`src/rtl/pcf8574_lcd_seq.sv`:
```
// HD44780 4-bit command sequencer feeding a PCF8574 expander through an I2C byte writer.
// Runs the power-up init on its own, then splits each accepted LCD byte into four EN-toggled expander writes.
module pcf8574_lcd_seq #(
    parameter int POWERUP_CYCLES = 4000000,
    parameter int INIT_CYCLES    = 500000,
    parameter int CMD_CYCLES     = 5000,
    parameter int SLOW_CYCLES    = 200000,
    parameter int DLY_W          = 32
) (
    input  logic       clk,
    input  logic       rst_n,
    input  logic       in_valid,
    output logic       in_ready,
    input  logic       in_rs,
    input  logic [7:0] in_data,
    input  logic       backlight,
    output logic [7:0] i2c_data,
    output logic       i2c_write,
    input  logic       i2c_busy,
    input  logic       i2c_error,
    output logic       init_done,
    output logic       error
);
    localparam logic [DLY_W-1:0] D_PWR  = DLY_W'(POWERUP_CYCLES);
    localparam logic [DLY_W-1:0] D_INIT = DLY_W'(INIT_CYCLES);
    localparam logic [DLY_W-1:0] D_CMD  = DLY_W'(CMD_CYCLES);
    localparam logic [DLY_W-1:0] D_SLOW = DLY_W'(SLOW_CYCLES);
    localparam logic [DLY_W-1:0] ONE    = DLY_W'(1);

    typedef enum logic [2:0] {ST_POWERUP, ST_INIT, ST_IDLE, ST_XFER, ST_DELAY} state_t;
    typedef enum logic [1:0] {XF_ISSUE, XF_START, XF_DONE} xf_t;
    typedef enum logic [1:0] {DLY_CMD, DLY_INIT, DLY_SLOW} dly_t;

    state_t           st, st_d;
    xf_t              xf, xf_d;
    dly_t             dly_sel, init_dly;
    logic [DLY_W-1:0] cnt, dly_val;
    logic [1:0]       xf_idx;
    logic [2:0]       init_step;
    logic [7:0]       byte_q, init_byte;
    logic [3:0]       nib;
    logic             rs_q, nib_only;
    logic             accept, issue, xf_fin, xf_last, dly_end, slow_cmd;

    assign in_ready = (st == ST_IDLE) && init_done;
    assign accept   = in_valid && in_ready;
    assign issue    = (st == ST_XFER) && (xf == XF_ISSUE) && !i2c_busy;
    assign xf_fin   = (st == ST_XFER) && (xf == XF_DONE) && !i2c_busy;
    assign xf_last  = nib_only ? (xf_idx == 2'd1) : (xf_idx == 2'd3);
    assign dly_end  = (cnt <= ONE);
    assign nib      = xf_idx[1] ? byte_q[3:0] : byte_q[7:4];
    // Clear (0x01) and home (0x02/0x03) need the long execution time.
    assign slow_cmd = !in_rs && (in_data[7:2] == 6'd0) && (in_data != 8'd0);

    // Steps 0..3 are lone 0x3/0x3/0x3/0x2 nibbles (high half of byte_q), 4..7 full bytes.
    always_comb begin
        init_byte = 8'h01;
        init_dly  = DLY_SLOW;
        case (init_step)
            3'd0, 3'd1: begin init_byte = 8'h30; init_dly = DLY_INIT; end
            3'd2:       begin init_byte = 8'h30; init_dly = DLY_CMD;  end
            3'd3:       begin init_byte = 8'h20; init_dly = DLY_CMD;  end
            3'd4:       begin init_byte = 8'h28; init_dly = DLY_CMD;  end
            3'd5:       begin init_byte = 8'h0C; init_dly = DLY_CMD;  end
            3'd6:       begin init_byte = 8'h06; init_dly = DLY_CMD;  end
            default:    begin init_byte = 8'h01; init_dly = DLY_SLOW; end
        endcase
    end

    always_comb begin
        dly_val = D_CMD;
        case (dly_sel)
            DLY_INIT: dly_val = D_INIT;
            DLY_SLOW: dly_val = D_SLOW;
            default:  dly_val = D_CMD;
        endcase
    end

    always_ff @(posedge clk) begin
        if (!rst_n) begin
            st <= ST_POWERUP;
            xf <= XF_ISSUE;
        end else begin
            st <= st_d;
            xf <= xf_d;
        end
    end

    always_comb begin
        st_d = st;
        xf_d = xf;
        case (st)
            ST_POWERUP: if (dly_end) st_d = ST_INIT;
            ST_INIT: begin
                st_d = ST_XFER;
                xf_d = XF_ISSUE;
            end
            ST_IDLE: if (accept) begin
                st_d = ST_XFER;
                xf_d = XF_ISSUE;
            end
            ST_XFER: begin
                case (xf)
                    XF_ISSUE: if (!i2c_busy) xf_d = XF_START;
                    XF_START: if (i2c_busy) xf_d = XF_DONE;
                    XF_DONE: if (!i2c_busy) begin
                        xf_d = XF_ISSUE;
                        if (xf_last) st_d = ST_DELAY;
                    end
                    default: xf_d = XF_ISSUE;
                endcase
            end
            ST_DELAY: if (dly_end) st_d = (init_done || init_step == 3'd7) ? ST_IDLE : ST_INIT;
            default: st_d = ST_POWERUP;
        endcase
    end

    always_ff @(posedge clk) begin
        if (!rst_n) begin
            cnt       <= D_PWR;
            i2c_data  <= 8'h00;
            i2c_write <= 1'b0;
            init_done <= 1'b0;
            error     <= 1'b0;
            xf_idx    <= 2'd0;
            init_step <= 3'd0;
            byte_q    <= 8'h00;
            rs_q      <= 1'b0;
            nib_only  <= 1'b0;
            dly_sel   <= DLY_CMD;
        end else begin
            i2c_write <= 1'b0;
            if ((st == ST_POWERUP || st == ST_DELAY) && !dly_end)
                cnt <= cnt - ONE;
            if (st == ST_DELAY && dly_end && !init_done) begin
                if (init_step == 3'd7) init_done <= 1'b1;
                else                   init_step <= init_step + 3'd1;
            end
            if (st == ST_INIT) begin
                byte_q   <= init_byte;
                rs_q     <= 1'b0;
                nib_only <= !init_step[2];
                dly_sel  <= init_dly;
                xf_idx   <= 2'd0;
            end
            if (accept) begin
                byte_q   <= in_data;
                rs_q     <= in_rs;
                nib_only <= 1'b0;
                dly_sel  <= slow_cmd ? DLY_SLOW : DLY_CMD;
                xf_idx   <= 2'd0;
            end
            // Even transfer index carries EN=1, the following odd one drops EN to latch.
            if (issue) begin
                i2c_data  <= {nib, backlight, ~xf_idx[0], 1'b0, rs_q};
                i2c_write <= 1'b1;
            end
            if (xf_fin) begin
                if (i2c_error) error <= 1'b1;
                if (xf_last) cnt    <= dly_val;
                else         xf_idx <= xf_idx + 2'd1;
            end
        end
    end
endmodule

```
`config.mk`:
```
export PLATFORM = sky130hd
export DESIGN_NAME = pcf8574_lcd_seq
export DESIGN_NICKNAME = d
export VERILOG_FILES = /design/src/rtl/pcf8574_lcd_seq.sv
export SDC_FILE = /design/constraint.sdc
export NUM_CORES = 1
export LEC_CHECK = 0
export BUFFER_PORTS_ARGS = -buffer_cell sky130_fd_sc_hd__buf_2
export CORE_UTILIZATION = 35
export CTS_CLUSTER_DIAMETER = 40
export DETAILED_ROUTE_END_ITERATION = 8
export HOLD_SLACK_MARGIN = 0.06
export PLACE_DENSITY = 0.51
export SLEW_MARGIN = 5
export SYNTH_ARGS = -nofsm -noshare
export SYNTH_HDL_FRONTEND = slang
export SYNTH_SLANG_ARGS = --single-unit
```
`constraint.sdc`:
```
create_clock -name clk -period 5.98 [get_ports clk]
set_input_delay 1.196 -clock clk [delete_from_list [all_inputs] [get_ports clk]]
set_output_delay 1.196 -clock clk [all_outputs]
set_load 0.01 [all_outputs]
```
**Yosys cells after proc, flatten, opt, wreduce, memory -nomap -nowiden**

Index checks and enable logic that the tools add are counted.

- Input bits: 15
- Flip-flop bits (word level): 64

- Bitwise gates (word level): 3
- Mux-type cells: 34
- $lt $le $gt $ge: 1
- Equality and inequality tests: 26
- Add/sub/neg operators: 3
- Reductions and logical operators: 34

Operator list:

| operator | number |
|---|---|
| $mux W32 | 3 |
| $pmux W19 S2 | 1 |
| $le A32 B1 Y1 const B | 1 |
| $sub A32 B1 Y32 const B | 1 |
| $pmux W6 S5 | 1 |
| $mux W2 | 12 |
| $mux W3 | 6 |
| $mux W8 | 2 |
| $eq A3 B3 Y1 const B | 5 |
| $pmux W3 S5 | 1 |
| $eq A3 B2 Y1 const B | 4 |
| $pmux W2 S3 | 2 |
| $logic_and A1 B1 Y1 | 11 |
| $ne A2 B2 Y1 const B | 5 |
| $ne A3 B3 Y1 const B | 3 |
| $reduce_bool A8 Y1 | 1 |
| $eq A2 B1 Y1 const B | 3 |
| $eq A2 B2 Y1 const B | 3 |
| $eq A3 B1 Y1 const B | 2 |
| $logic_not A3 Y1 | 2 |
| $logic_not A6 Y1 | 1 |
| $reduce_and A2 Y1 | 3 |
| $reduce_and A6 Y1 | 1 |
| $logic_not A1 Y1 | 5 |
| 15 further kinds | 22 |

**Logic depth before layout (Yosys ltp)**

Gate-level depths: netlist of run 1.

- Depth in word-level cells: 6
- Depth in mapped cells: 7
- Gate-level depth less buffers: 7

**Least setup slack after synthesis of run 1**

OpenSTA, ideal clock, no wires.

- Kind: input to register
- Start: input i2c_busy
- End: register cnt[19]
- Cell stages on the path: 6
- Setup slack: 3.456 ns
- Library setup time: 0.124 ns
- Data arrival time: 2.400 ns
- Path through: nand4bb_1 > nor3_1 > clkbuf_1 > o21ai_0 > a31oi_1 > o31ai_1

- Longest elaborated chain between the ends: 3

Ends and longest elaborated chain:

| element | line | source |
|---|---|---|
| from (decl) | 19 | `input logic i2c_busy,` |
| $logic_not A1 Y1 | -- |  |
| $logic_and A1 B1 Y1 | 48 | `assign xf_fin = (st == ST_XFER) && (xf == XF_DONE) && !i2c_busy;` |
| $mux W32 | 158 | `if (xf_fin) begin` |
| to (signal assigned) | 134 | `cnt <= cnt - ONE;` |
| to (signal assigned) | 160 | `if (xf_last) cnt <= dly_val;` |
| to (decl) | 37 | `logic [DLY_W-1:0] cnt, dly_val;` |

Every way passes these cells.
A chain may end at the register's enable or synchronous reset.

**Worst setup path after layout of run 1**

- Start: register st[1]
- End: output in_ready

- Longest elaborated chain between the ends: 2

Ends and longest elaborated chain:

| element | line | source |
|---|---|---|
| from (decl) | 34 | `state_t st, st_d;` |
| from (signal assigned) | 84 | `st <= st_d;` |
| $eq A3 B2 Y1 | 45 | `assign in_ready = (st == ST_IDLE) && init_done;` |
| $logic_and A1 B1 Y1 | 45 |  |
| to (decl) | 13 | `output logic in_ready,` |

Every way passes these cells.

==> results of run 1 <==
power groups by stage:
stage               Combinational (W)  Clock [W]  Sequential, W
global route                 0.000267   0.000464       0.000508
floorplan                    0.000185          0       0.000497
CTS                          0.000236   0.000440       0.000501
global placement             0.000233          0       0.000510
finish                       0.000237   0.000431       0.000502
detailed placement           0.000234          0       0.000511
Yosys cell counts, types with 4 or more instances:
cell,instances
o31ai_1,10
dfxtp_1,64
or3_1,12
nand2_1,39
xnor2_1,5
a21oi_1,31
a31oi_1,7
nor3_1,14
inv_1,10
nand4_1,7
a211oi_1,11
or4_1,4
nand2b_1,6
nand3_1,12
buf_2,4
a2111oi_0,5
mux2i_1,13
nor2_1,28
clkbuf_1,14
and2_1,5
and3_1,4
ha_1,12
nor4_1,10
o21ai_0,15
state kept, by name, indices dropped and copies added (netlist names), 2 cells and up:
register / flops
dly_sel: 2
st: 3
xf_idx: 2
xf: 2
init_step: 3
byte_q: 8
i2c_data: 7
cnt: 32
final cells by class:
cell class	instances	area share
multi-input cells	303	0.514
flip-flops and latches	64	0.336
well taps	129	0.0423
repair buffers	27	0.0367
clock buffers	9	0.0325
clock inverters	7	0.0276
inverters	11	0.0108
worst reg2reg max path: stages (launching register included):
cell,delay [ps]
dfxtp_1,340
or4_1,650
or4_4,500
nor4_4,720
and3_1,400
mux2i_1,240
cell families (layout without fill, tap and decap cells):
logic type	count (synthesis)	in the layout	share of synthesized area
XOR/XNOR	5	5	0.0130
AND/OR/NAND/NOR	168	168	0.276
adder cells (fa/ha/maj)	12	12	0.0446
buffers and inverters	31	54	0.0394
other	1	1	0.00111
multiplexers	14	14	0.0420
flip-flops	64	64	0.380
AO/OA/AOI/OAI	103	103	0.203
through the flow:
step	util	instances	cell area, um2	worst slack [ps]	hold slack [ps]
2_1_floorplan	-	398	3370	3460	431
3_3_place_gp	0.386	534	3580	2850	449
3_5_place_dp	0.386	534	3580	2800	452
4_1_cts	0.411	550	3810	3030	465
5_1_grt	0.411	550	3810	2870	492
6_report	0.411	550	3810	3020	462
routing by layer:
layer  track usage  vias up  share of wire
met4        0.0792        0          0.021
met1         0.239     1447           0.49
met5             0        -              0
li1              -     1532              -
met2         0.276       46           0.46
met3        0.0404       14          0.025
layout by cell type, fill, tap and decap left out, types with 10 or more instances in the layout:
cell type / count
dfxtp_1: 64
o31ai_1: 10
or3_1: 12
nand2_1: 39
a211oi_1: 11
mux2i_1: 13
nor3_1: 14
o21ai_0: 15
inv_1: 10
nor2_1: 28
a21oi_1: 31
ha_1: 12
nand3_1: 12
buf_2: 25
worst min path at each step:
stage / cells after the start / to / from
after detailed placement: 2 / byte_q[5] / byte_q[5]
after global routing: 2 / error / error
after CTS: 2 / byte_q[5] / byte_q[5]
after floorplan: 2 / byte_q[4] / byte_q[4]
final: 2 / byte_q[5] / byte_q[5]
after global placement: 2 / byte_q[5] / byte_q[5]
==> results summary, run 1 <==
The number of routed nets with antenna violations is 0. The detail-routed via count per cell came out at 5.53. The y dimension of the die is 100 um. The depth of the CTS H-tree is 3. In this run the worst hold path is classified as register to register. The die outline area came out at 10,000 um2. The internal cell power is 0.000794 W.

The total clock buffers created by CTS came out at 9. The share of total power dissipated in sequential elements is 0.429. The worst setup path is captured at an output port. In this run the worst setup path begins at st[1]. The effective utilization at floorplan is 0.363. The number of global-route vias before repair came out at 2,806. The DRC violation count after routing came out at 0.

The critical path ends at in_ready. The remaining max-slew budget at the tightest pin came out at 0.271. Summed over all layers, the routed wires come to 8370 um. The die width is 100 um. The critical path depth came out at 2. The minimum clock period after layout is 2960 ps.

The power density over the cells is 307 nW/um2. In this run, post-CTS hold repair placed 0 buffers. The later-pin clock latency in the skew report came out at 350 ps. Across all register-to-register paths, the minimum setup slack is 3060 ps. The clock net sink count came out at 64. The data required time of the critical path came out at 4780 ps. The HPWL after detailed placement came out at 6060 um. The proportion of synthesized flip-flops having asynchronous set or reset is 0.

The count of buffering cells on the critical path with inverters included is 1. The total setup buffers inserted after CTS is 0. The worst register-to-register path ends at init_step[1]. The slowest cell on the critical path is dfxtp_1. In this run, synthesis produced a sequential element count of 64.

The number of instances in the synthesized netlist is 398. The max-slew violation total from the final report came out at 0. The detailed router's first-iteration violation count is 123. The relative contribution of the clock network to total power came out at 0.369. The flow ran to the end, and the final reports show no timing, DRC or antenna violations. The number of rows in the core area came out at 35.

The first global-routing pass estimated 14,000 um of wire. The filler cell count came out at 984. The total power draw came out at 0.00117 W. The data arrival at the endpoint of the critical path is 1770 ps. The total count of hold-check failures in the final report came to 0. The number of diodes added for antenna fixing is 0.

The sum of negative setup slack came out at 0 ps. The leakage component of the power is 1.30 nW. Across the run, the number of max-cap violations was 0. The worst register-to-register path begins at cnt[26]. The total number of yosys warnings is 0. The remaining global-route overflow came out at 0. The post-synthesis cell area came out at 3370 um2.

The core footprint is 9280 um2. The maximum vdd ir drop came out at 0.103 mV. The synthesis-to-finish area growth is 13.2%. The synthesized netlist net count came out at 425. The startpoint type of the worst setup path is a register.

Ranked by total cell area, the synthesized netlist is headed by dfxtp_1, a21oi_1, ha_1, nand2_1, mux2i_1. After synthesis, the netlist uses 61 different library cells. The most frequently used flop master after synthesis is dfxtp_1. The worst setup path is of the register to output port kind. The power spent charging and discharging nets came out at 0.000376 W.

After clock tree synthesis, the clock-pin slew on the worst setup and hold paths is 80 ps. The number of enable-type register cells in the synthesized netlist is 0. The number of port buffers is 25. For the pin with the worst max-slew slack, the measured transition is 1090 ps. Across the whole layout, storage elements account for 1280 um2. 27 I/O pins were placed. The switching part of the total is 0.321. The average wire per standard cell came out at 15.2 um. The setup-violating endpoint count in the final report is 0. The achievable frequency is 0.337 GHz.

The signal on the critical path passes through nor4bb_1 -> buf_2. The routability-driven placement congestion ratio is 0.797. The clock root buffer is clkbuf_8. The vias after detailed routing is 3,039. The CTS tree is yes.

The layout net count is 443. The share of power burned in combinational logic is 0.202. The number of antenna violations at the first check in global routing is 0.

The mean instance size in the synthesized netlist came out at 8.46 um2. The length in cells of the worst reg-to-reg path came out at 5. The biggest cell delay along the critical path is 600 ps. The sequential-to-total area share from yosys stat is 0.380. The maximum root-to-sink buffer count is 2. The area occupied by multi-input gates is 1960 um2.

The combined global-route utilization of all metal layers is 0.179. The number of optimization iterations in the first detailed-route pass is 4. The part of the cycle the worst path needs is 0.496. In this run, post-CTS repair resized a total of 0 instances.

The share of the synthesized area in the top cell type is 0.380. The cell family contributing the most delay on the critical path is flip-flops. The maximum number of pins on one net before global-route repair came out at 29. The share of post-route cells with drive strength above 1 came out at 0.143. The maximum clock skew at final layout is 11.3 ps. Of all nets on the critical path, the largest fanout is 13. The cell taking the most area after synthesis is dfxtp_1.

Setup repair after global routing left no endpoint under its margin.
Note: power is estimated with default switching activity, not from simulation.
==> run 2: changes to the inputs <==
--- a/config.mk
+++ b/config.mk
@@ -10,7 +10,7 @@
 export CTS_CLUSTER_DIAMETER = 40
 export DETAILED_ROUTE_END_ITERATION = 8
 export HOLD_SLACK_MARGIN = 0.06
-export PLACE_DENSITY = 0.51
+export PLACE_DENSITY = 0.53
 export SLEW_MARGIN = 5
 export SYNTH_ARGS = -nofsm -noshare
 export SYNTH_HDL_FRONTEND = slang
==> constraint.sdc (replaced) <==
create_clock -name clk -period 2.6 [get_ports clk]
set_input_delay 0.52 -clock clk [delete_from_list [all_inputs] [get_ports clk]]
set_output_delay 0.52 -clock clk [all_outputs]
set_load 0.01 [all_outputs]
==> run 2 against run 1 <==
Net effect: power up 130%; via count up 0.20%; global-route usage up 0.35 points; combinational power up 150%; largest power group unchanged; clock power up 110%; register-to-register slack worse by 2800 ps; die area unchanged; first-iteration DRC count down 15%; setup slack worse by 2800 ps; flip-flop and latch count unchanged; non-clock buffer count up 19.
==> results summary, run 2 (synthesis results as in run 1) <==
The endpoint of the lowest-slack register-to-register path is cnt[31]. Entering global routing, the biggest net connects 29 pins. The min-delay analysis places its worst path in the category input port to register. The power density over the cells is 670 nW/um2. The flow ran to the end, and the final reports show no timing, DRC or antenna violations. The maximum root-to-sink buffer count is 2. The share of power burned in combinational logic is 0.224.

In the layout the commonest cells are dfxtp_1, nand2_1, a21oi_1. The first-pass GRT wire length came out at 14,100 um. After detailed routing, the number of remaining DRC violations is 0.

The total clock buffers created by CTS is 9. Port buffering added 25 buffers. Counting the fill cells in the layout gives 961. The number of diodes added for antenna fixing came out at 0.

Data on the critical path arrives at its endpoint at 2670 ps. The number of antenna violations at the first check in global routing is 0. Detailed routing inserted a total of 3,045 vias. The y dimension of the die came out at 100 um. For the pin with the worst max-slew slack, the measured transition is 834 ps. The total I/O pin count is 27.

Setup repair after global routing left no endpoint under its margin. The final critical-path setup slack is 217 ps. For the worst-skew pair, the clock arrives at the later sink with an insertion delay of 360 ps.

In the final timing run, aggregate negative setup slack is 0 ps. Relative to the synthesized area, the layout overhead comes to 17.0%. The part of the cycle the worst path needs came out at 0.916. The clock-pin slew on the worst setup and hold paths came out at 80 ps. The most common library cell in the layout ignoring fill and taps is dfxtp_1.

The critical path depth is 5. In this run the critical register-to-register path is launched from cnt[26]. The register with the most flip-flops in the layout has 32 of them. The count of buffering cells on the critical path with inverters included came out at 0. The power spent charging and discharging nets is 0.000878 W. The die outline area is 10,000 um2. The number of rows in the core area came out at 35. In the final layout, the share of cells above drive strength 1 is 0.184. The area occupied by multi-input gates came out at 1970 um2. Once detail routing completed, the nets flagged for antenna violations numbered 0.

Measured against its own limit, the worst slew margin works out to 0.444. The relative contribution of the clock network to total power is 0.339. The total count of hold-check failures in the final report is 0.

TritonCTS built the clock tree. Clock skew on the completed layout was measured at 10.4 ps. The detail-routed via count per cell came out at 5.35. Timing analysis after detailed placement gives a worst setup slack of 97.5 ps. From left edge to right edge, the die measures 100 um.

Tracing the worst setup path back leads to its startpoint at cnt[26]. The sequential fraction of design power came out at 0.437. The setup-violating endpoint count in the final report came out at 0. The achievable frequency is 0.420 GHz. The internal cell power came out at 0.00176 W. The max-cap check violation count is 0. The cell sitting at the root of the clock tree is a clkbuf_8. The total wire length is 8410 um.

The worst setup path is of the register to register kind. The core footprint came out at 9280 um2. The maximum vdd ir drop came out at 0.328 mV. CTS built an H-tree with a depth of 3. The length in cells of the worst reg-to-reg path is 5.

The termination of the worst setup path is cnt[31]. The signal on the critical path passes through or4_1 -> or4_4 -> or4_4 -> a31o_2 -> a21oi_1. The data required time of the critical path came out at 2890 ps. The largest registers in the layout are cnt x32, byte_q x8, i2c_data x7. The minimum clock period after layout came out at 2380 ps. By instance count, the cell type seen most on the critical path is or4_4. For flop-to-flop paths, the worst setup slack is 220 ps. For this run the aggregate overflow at the end of global routing stands at 0.

The largest fanout on the critical path is 12. The hold buffer count at cts is 0. The startpoint type of the worst setup path is a register. For this design, the slowest cell found on the critical path is or4_4. The layout net count came out at 462. For this design, the sink count on the clock tree is 64. The register area came out at 1280 um2. After detailed routing, the average wire length per cell comes to 14.8 um.

The HPWL after detailed placement came out at 6120 um. For this configuration, the core starts out at a cell density of 0.363. The routability-driven placement congestion ratio is 0.812. The number of global-route vias before repair was 2,826. For this run, the detailed router's first-pass iteration total came to 4. The detailed router's first-iteration violation count came out at 105. The leakage component of the power came out at 1.38 nW. The kind of cell with the highest combined delay along the critical path is simple AND/OR/NAND/NOR gates. The max-slew violation total from the final report was 0. The total power draw came out at 0.00264 W. The switching part of the total is 0.332. Counting flops per register, the top entry is cnt. The worst setup path is captured at a register. The combined global-route utilization of all metal layers is 0.182. The biggest cell delay along the critical path came out at 620 ps.
run 2: cell count changes in the layout (fill, tap and decap cells not counted), sizes merged:
| cell | change |
|---|---|
| clkinv | -2 |
| buf | +19 |
| clkinvlp | +2 |
| bufinv | -1 |
| inv | +1 |
run 2: worst min path at each step:
stage | startpoint | to | slack (ps) | cells after the start
2_1_floorplan | byte_q[4] | byte_q[4] | 430 | 2
3_3_place_gp | error | error | 450 | 2
3_5_place_dp | error | error | 450 | 2
4_1_cts | i2c_error | error | 370 | 3
5_1_grt | i2c_error | error | 390 | 3
6_report | i2c_error | error | 380 | 3
run 2: layer usage:
layer  vias to the layer above  track usage  routed length, um  share of wire
li1                       1571            -                  -              -
met1                      1415        0.231               4230           0.50
met2                        45        0.297               3730           0.44
met3                        14       0.0446                263          0.031
met4                         0       0.0758                186          0.022
met5                         -            0                  0              0
run 2: worst min-delay path, stage by stage:
cell	delay [ps]
buf_2	70
a21oi_1	50
nor2_1	70
run 2: area by class of cell:
type                       count  area share
clock buffer                   9      0.0314
clock inverter                 7      0.0200
inverter                      11      0.0105
multi-input combinational    303       0.500
sequential                    64       0.325
tap                          129      0.0410
timing repair buffer          46      0.0717
run 2: timing repair:
item,CTS,global route
setup buffers,0,0
endpoints found under the setup margin,0,4
hold endpoints to repair,0,0
gates resized for setup,0,2
run 2: metrics by stage:
stage / utilization / cells / cell area (um2) / hold slack [ps]
after global routing: 0.425 / 569 / 3940 / 389
after floorplan: - / 398 / 3370 / 431
after global placement: 0.401 / 553 / 3730 / 445
after detailed placement: 0.401 / 553 / 3730 / 454
after CTS: 0.423 / 569 / 3930 / 369
final: 0.425 / 569 / 3940 / 381
run 2: power by group through the flow:
stage          combinational, W  sequential (W)  clock, W
3_5_place_dp           0.000578         0.00117         0
4_1_cts                0.000581         0.00115  0.000921
2_1_floorplan          0.000425         0.00114         0
3_3_place_gp           0.000575         0.00117         0
6_report               0.000591         0.00115  0.000896
5_1_grt                0.000661         0.00117  0.000964
